File: src/rtl/pipe_issue_ctrl.sv
// Issue controller: instruction FIFO, RAW scoreboard with bubble insertion,
// flush/drain sequencing and issue/stall counters.
module pipe_issue_ctrl #(
    parameter int FIFO_DEPTH = 4,
    parameter int PIPE_DEPTH = 3,
    parameter int REG_AW     = 4,
    parameter int FUNC_W     = 4,
    parameter int MEM_AW     = 8
) (
    input  logic              clk,
    input  logic              rst_n,
    input  logic              in_valid,
    output logic              in_ready,
    input  logic [REG_AW-1:0] in_rs1,
    input  logic [REG_AW-1:0] in_rs2,
    input  logic [REG_AW-1:0] in_rd,
    input  logic [FUNC_W-1:0] in_func,
    input  logic [MEM_AW-1:0] in_addr,
    input  logic              flush,
    output logic              iss_valid,
    output logic [REG_AW-1:0] iss_rs1,
    output logic [REG_AW-1:0] iss_rs2,
    output logic [REG_AW-1:0] iss_rd,
    output logic [FUNC_W-1:0] iss_func,
    output logic [MEM_AW-1:0] iss_addr,
    output logic              busy,
    output logic [15:0]       issue_cnt,
    output logic [15:0]       stall_cnt
);

    localparam int PTR_W = (FIFO_DEPTH > 1) ? $clog2(FIFO_DEPTH) : 1;
    localparam int CNT_W = PTR_W + 1;

    localparam logic [1:0] ST_IDLE  = 2'd0;
    localparam logic [1:0] ST_RUN   = 2'd1;
    localparam logic [1:0] ST_DRAIN = 2'd2;

    typedef struct packed {
        logic [REG_AW-1:0] rs1;
        logic [REG_AW-1:0] rs2;
        logic [REG_AW-1:0] rd;
        logic [FUNC_W-1:0] func;
        logic [MEM_AW-1:0] addr;
    } instr_t;

    instr_t                fifo_mem [FIFO_DEPTH];
    logic [PTR_W-1:0]      wr_ptr_reg;
    logic [PTR_W-1:0]      rd_ptr_reg;
    logic [CNT_W-1:0]      count_reg;
    logic [1:0]            state_reg;
    logic [1:0]            state_next;
    logic [PIPE_DEPTH-1:0] sb_v_reg;
    logic [PIPE_DEPTH-1:0] sb_v_next;
    logic [PIPE_DEPTH-1:0] hazard_vec;
    logic [REG_AW-1:0]     sb_rd_reg  [PIPE_DEPTH];
    logic [REG_AW-1:0]     sb_rd_next [PIPE_DEPTH];
    instr_t                head;
    instr_t                in_instr;
    instr_t                iss_reg;
    logic                  iss_valid_reg;
    logic [15:0]           issue_cnt_reg;
    logic [15:0]           stall_cnt_reg;

    logic fifo_empty;
    logic fifo_full;
    logic push;
    logic issue;
    logic stall;
    logic hazard;
    logic fifo_clear;
    logic sb_drained;

    assign in_instr   = '{rs1: in_rs1, rs2: in_rs2, rd: in_rd, func: in_func, addr: in_addr};
    assign head       = fifo_mem[rd_ptr_reg];
    assign fifo_empty = (count_reg == '0);
    assign fifo_full  = (count_reg == CNT_W'(FIFO_DEPTH));
    assign in_ready   = !fifo_full && (state_reg != ST_DRAIN);
    assign push       = in_valid && in_ready;
    assign hazard     = |hazard_vec;

    // A flush in the same cycle as an otherwise legal issue suppresses that issue.
    assign fifo_clear = (state_reg == ST_RUN) && flush;
    assign issue      = (state_reg == ST_RUN) && !fifo_empty && !hazard && !flush;
    assign stall      = (state_reg == ST_RUN) && !fifo_empty && hazard;

    // Scoreboard shifts every cycle; slot k holds the rd issued k+1 cycles ago.
    genvar gi;
    generate
        for (gi = 0; gi < PIPE_DEPTH; gi++) begin : g_sb
            assign hazard_vec[gi] = sb_v_reg[gi] &&
                                    ((head.rs1 == sb_rd_reg[gi]) || (head.rs2 == sb_rd_reg[gi]));
            if (gi == 0) begin : g_head
                assign sb_v_next[gi]  = issue;
                assign sb_rd_next[gi] = head.rd;
            end else begin : g_shift
                assign sb_v_next[gi]  = sb_v_reg[gi-1];
                assign sb_rd_next[gi] = sb_rd_reg[gi-1];
            end
        end
    endgenerate

    // Empty after this edge, so busy falls PIPE_DEPTH cycles after the last issue.
    assign sb_drained = ~|sb_v_next;

    always_ff @(posedge clk) begin
        if (push && !fifo_clear) begin
            fifo_mem[wr_ptr_reg] <= in_instr;
        end
    end

    always_ff @(posedge clk or negedge rst_n) begin
        if (!rst_n) begin
            wr_ptr_reg <= '0;
            rd_ptr_reg <= '0;
            count_reg  <= '0;
        end else if (fifo_clear) begin
            wr_ptr_reg <= '0;
            rd_ptr_reg <= '0;
            count_reg  <= '0;
        end else begin
            if (push) begin
                wr_ptr_reg <= wr_ptr_reg + 1'b1;
            end
            if (issue) begin
                rd_ptr_reg <= rd_ptr_reg + 1'b1;
            end
            count_reg <= count_reg + CNT_W'(push) - CNT_W'(issue);
        end
    end

    always_ff @(posedge clk or negedge rst_n) begin
        if (!rst_n) begin
            sb_v_reg <= '0;
            for (int i = 0; i < PIPE_DEPTH; i++) begin
                sb_rd_reg[i] <= '0;
            end
        end else begin
            sb_v_reg <= sb_v_next;
            for (int i = 0; i < PIPE_DEPTH; i++) begin
                sb_rd_reg[i] <= sb_rd_next[i];
            end
        end
    end

    always_comb begin
        state_next = state_reg;
        case (state_reg)
            ST_IDLE: begin
                if (push) begin
                    state_next = ST_RUN;
                end
            end
            ST_RUN: begin
                if (flush) begin
                    state_next = ST_DRAIN;
                end else if (fifo_empty && !push && sb_drained) begin
                    state_next = ST_IDLE;
                end
            end
            ST_DRAIN: begin
                if (sb_drained) begin
                    state_next = ST_IDLE;
                end
            end
            default: state_next = ST_IDLE;
        endcase
    end

    always_ff @(posedge clk or negedge rst_n) begin
        if (!rst_n) begin
            state_reg     <= ST_IDLE;
            iss_valid_reg <= 1'b0;
            iss_reg       <= '0;
            issue_cnt_reg <= '0;
            stall_cnt_reg <= '0;
        end else begin
            state_reg     <= state_next;
            iss_valid_reg <= issue;
            if (issue) begin
                iss_reg       <= head;
                issue_cnt_reg <= issue_cnt_reg + 16'd1;
            end
            if (stall && (stall_cnt_reg != 16'hFFFF)) begin
                stall_cnt_reg <= stall_cnt_reg + 16'd1;
            end
        end
    end

    assign iss_valid = iss_valid_reg;
    assign iss_rs1   = iss_reg.rs1;
    assign iss_rs2   = iss_reg.rs2;
    assign iss_rd    = iss_reg.rd;
    assign iss_func  = iss_reg.func;
    assign iss_addr  = iss_reg.addr;
    assign busy      = (state_reg != ST_IDLE);
    assign issue_cnt = issue_cnt_reg;
    assign stall_cnt = stall_cnt_reg;

endmodule

File: config.mk
export PLATFORM = sky130hd
export DESIGN_NAME = pipe_issue_ctrl
export DESIGN_NICKNAME = d
export VERILOG_FILES = /design/src/rtl/pipe_issue_ctrl.sv
export SDC_FILE = /design/constraint.sdc
export NUM_CORES = 1
export LEC_CHECK = 0
export ABC_CLOCK_PERIOD_IN_PS = 8380
export CAP_MARGIN = 20
export CORE_MARGIN = 5
export CORE_UTILIZATION = 40
export CTS_BUF_LIST = sky130_fd_sc_hd__clkbuf_2 sky130_fd_sc_hd__clkbuf_4 sky130_fd_sc_hd__clkbuf_8
export DETAILED_ROUTE_END_ITERATION = 16
export SYNTH_ARGS = -nofsm -noshare
export SYNTH_HDL_FRONTEND = slang
export SYNTH_SLANG_ARGS = --single-unit
File: constraint.sdc
create_clock -name clk -period 8.38 [get_ports clk]
set_clock_uncertainty 0.2 [all_clocks]
set_input_delay 1.676 -clock clk [delete_from_list [all_inputs] [get_ports clk]]
set_output_delay 1.676 -clock clk [all_outputs]
set_load 0.01 [all_outputs]
==> run summary <==
The clock network latency to the later pin of the worst-skew pair is 0.45 ns. In this run, post-CTS repair resized a total of 0 instances. The number of violations of the max-capacitance limit came out at 0. The top cell type by total area after synthesis is edfxtp_1. In this run the mean area of a mapped cell was ~18 µm². Of the total synthesized cell area, the portion taken by AND, OR, NAND and NOR gates is 0.0630. The portion of synthesized area spent on multiplexers is 0.137.

The shortest clock period the worst path allows after layout is 4.43 ns. The height of the die came out at between 100 and 150 µm. The internal power component came out at 0.00195 W. STA classifies the critical path startpoint as a flop.

The initial antenna violation count came out at 0. The cell sitting at the root of the clock tree is a clkbuf_8. The global-route wire length before repair is 21,200 µm. The register with the most flip-flops in the layout has 96 of them. Once detailed placement completed, the half-perimeter wirelength came to 8510 µm.

For the pin with the worst max-slew slack, the measured transition is 0.806 ns. The count of final max-slew check failures came to 0. The critical path is of the reg -> reg type. The area of all placed cells without fillers is 0.00865 mm². The cell area that synthesis handed to floorplanning was 0.00715 mm².

Counting the buffers created by CTS gives 17. The number of standard cells after synthesis is 407. The setup-violating endpoint count in the final report is 0.

Power spread over the standard cell area amounts to 324 mW/mm². The share of total power dissipated in combinational logic is 0.331. The number of top-level pins is 87.

The count of TritonRoute iterations in the first routing pass is 6. The type of destination of the critical path is a flop. Counting distinct cell types in the post-synthesis netlist gives 41.

The final clock period utilization by the worst path is 0.528. The die area is 0.0207 mm². The floorplan row count came out at 48. Setup repair after global routing left no endpoint under its margin.

The worst hold path cell count came out at 0. The die span in x is 144 µm. The depth of the CTS H-tree is 4. The fill cell total of the finished layout is 1,488. The layout-stage area growth over the synthesis result is 20.9%.

In this run the post-CTS setup repair buffer count came out at 0. The number of vias after detailed routing came out at 3,690. The adder-cell share of the synthesized area is 0.0150. The cell with the most instances after synthesis is edfxtp_1. Clock tree synthesis found a total of 176 sinks. TritonCTS built the clock tree.

The first routing iteration left 164 violations. The total number of nets in the final design came out at 541. Of the total synthesized cell area, the portion taken by XOR and XNOR cells is 0.0723.

The Yosys warning count came out at 0. The via count of the first global-routing pass came to 3,992. The largest family of logic cells by synthesized area is multiplexers. In the routed design, unresolved DRC markers number 0. The most common flop cell mapped by yosys is edfxtp_1. The hold violation total from the final report came to 0.

The clock network fraction of total power is 0.206. The count of buffers from port buffering is 86. Entering global routing, the biggest net connects 46 pins.

Counting along the longest clock path gives a buffer depth of 2. The share of the core filled with cells in the final layout is 0.496. The clock transition at the registers of the reported paths came out at 0.09 ns. The region available for standard cell placement spans 0.0174 mm². Ranked by total cell area, the synthesized netlist is headed by edfxtp_1 (40%), dfrtp_1 (28%), xnor2_1 (5.5%), mux4_1 (4.8%), mux2_4 (4.2%). The count of nets left with antenna violations once routing finished came out at 0.

Of the total power, the share spent switching nets is 0.306. After routing, the total negative slack on setup checks comes to 0 ns. By count the netlist is led by edfxtp_1 (96), dfrtp_1 (80), xnor2_1 (45). The maximum operating frequency came out at between 200 and 250 MHz. At the worst endpoint, the required time is 8.49 ns. The sequential share of power is 0.463. The run finished with clean final reports. The top fanout value on the critical path is 45. The via count normalized by instance count came out at 4.97. The global route total overflow is 0. The register area share after synthesis came out at 0.683. The number of synthesized register bits is 176. The fraction of the mapped netlist area in compound gates is 0.0112. The number of synthesized flops with an enable pin came out at 96.

The worst-case IR drop observed on VDD is 0.000234 V. The fraction of synthesized cell area taken by the top area cell type is 0.403. The path category of the worst min-delay check is reg -> reg. The routed wire length is 13,200 µm. The placed instances occupy a cell area of 0.00825 mm². The fraction of layout instances using a drive strength above 1 is 0.172. The leakage power came out at 3.27 nW.

Hold timing on the final database bottoms out at a slack of 0.200 ns. In the global route stage, overall resource usage came out at 0.136. The worst reg-to-reg path cell count came out at 13. The post-synth net total came out at 443.

The share of synthesized registers carrying an async set or reset is 0.455. The routability-driven placement congestion ratio is slightly below 0.8. The detail-routed net length per standard cell came out at 17.7 µm.

The headroom to the max-slew limit is 0.463. The endpoint arrival time on the critical path is 4.53 ns. The repair_antennas step left the layout with diodes totalling 0. The initial utilization of the core area, before any placement, comes to 0.411. The switching power of the nets is 0.000856 W.

The number of hold buffers added after CTS was 0.
[cell families after synthesis]
kind of cell	Yosys count
flip-flops	176
AND/OR/NAND/NOR	81
XOR/XNOR	59
multiplexers	52
buffers and inverters	21
AO/OA/AOI/OAI	10
adder cells (fa/ha/maj)	8
[worst paths after layout]
check                           endpoint           from  slack, ns
setup / recovery            count_reg[2]  rd_ptr_reg[0]       3.95
hold / removal               sb_v_reg[2]    sb_v_reg[1]       0.20
setup reg to reg            count_reg[2]  rd_ptr_reg[0]       3.95
hold reg to reg              sb_v_reg[2]    sb_v_reg[1]       0.20
max in group asynchronous  rd_ptr_reg[0]          rst_n       6.01
min in group asynchronous   stall_cnt[3]          rst_n       1.02
[layout by cell type (no fill, tap or decap), types with 13 or more instances in the layout]
cell type	synthesis	routed
clkbuf_8	0	17
clkdlybuf4s50_1	0	85
dfrtp_1	80	79
edfxtp_1	96	96
mux2_4	20	20
mux4_1	13	13
nand4_1	16	16
nor2_1	16	16
xnor2_1	45	45
xor2_1	14	14
[through the flow]
step | std cells | setup WS [ns] | power [W]
floorplan | 407 | 4.76 | 0.00191
global placement | 710 | 3.88 | 0.00224
detailed placement | 711 | 3.82 | 0.00226
CTS | 743 | 3.85 | 0.00285
global route | 743 | 3.63 | 0.00297
finish | 743 | 3.95 | 0.00280
[worst max-delay path, cell delays in order (launching register included)]
cell and delay, ns:
dfrtp_2 0.90, mux4_1 0.78, xnor2_1 0.18, nand4_1 0.13, a21boi_2 0.09, nor4b_4 0.24
buf_4 0.61, xnor2_1 0.19, ha_1 0.16, inv_1 0.05, fa_1 0.37, xor2_1 0.17
xnor2_1 0.14, nor2_1 0.05
[metal layers]
layer / track usage / vias to the layer above / part of all wire
met5: 0 / - / 0
met4: 0.0382 / 0 / 0.0090
met3: 0.0439 / 10 / 0.054
met2: 0.217 / 94 / 0.48
met1: 0.181 / 1881 / 0.46
li1: - / 1705 / -
[power by group through the flow]
stage,Sequential [W],Combinational (W),Clock (W)
5_1_grt,0.00133,0.00100,0.000633
2_1_floorplan,0.00129,0.000615,0
6_report,0.00130,0.000927,0.000578
3_3_place_gp,0.00132,0.000922,0
4_1_cts,0.00130,0.000949,0.000600
3_5_place_dp,0.00132,0.000944,0
[final cells by class]
type / instances / area [µm²] / area share
clock buffer: 20 / 256 / 0.0297
clock inverter: 12 / 138 / 0.0159
inverter: 6 / 22.5 / 0.00260
multi-input combinational: 210 / 2140 / 0.248
sequential: 176 / 4890 / 0.565
tap: 225 / 282 / 0.0326
timing repair buffer: 94 / 922 / 0.107
Power figures use the tool's default switching activity.
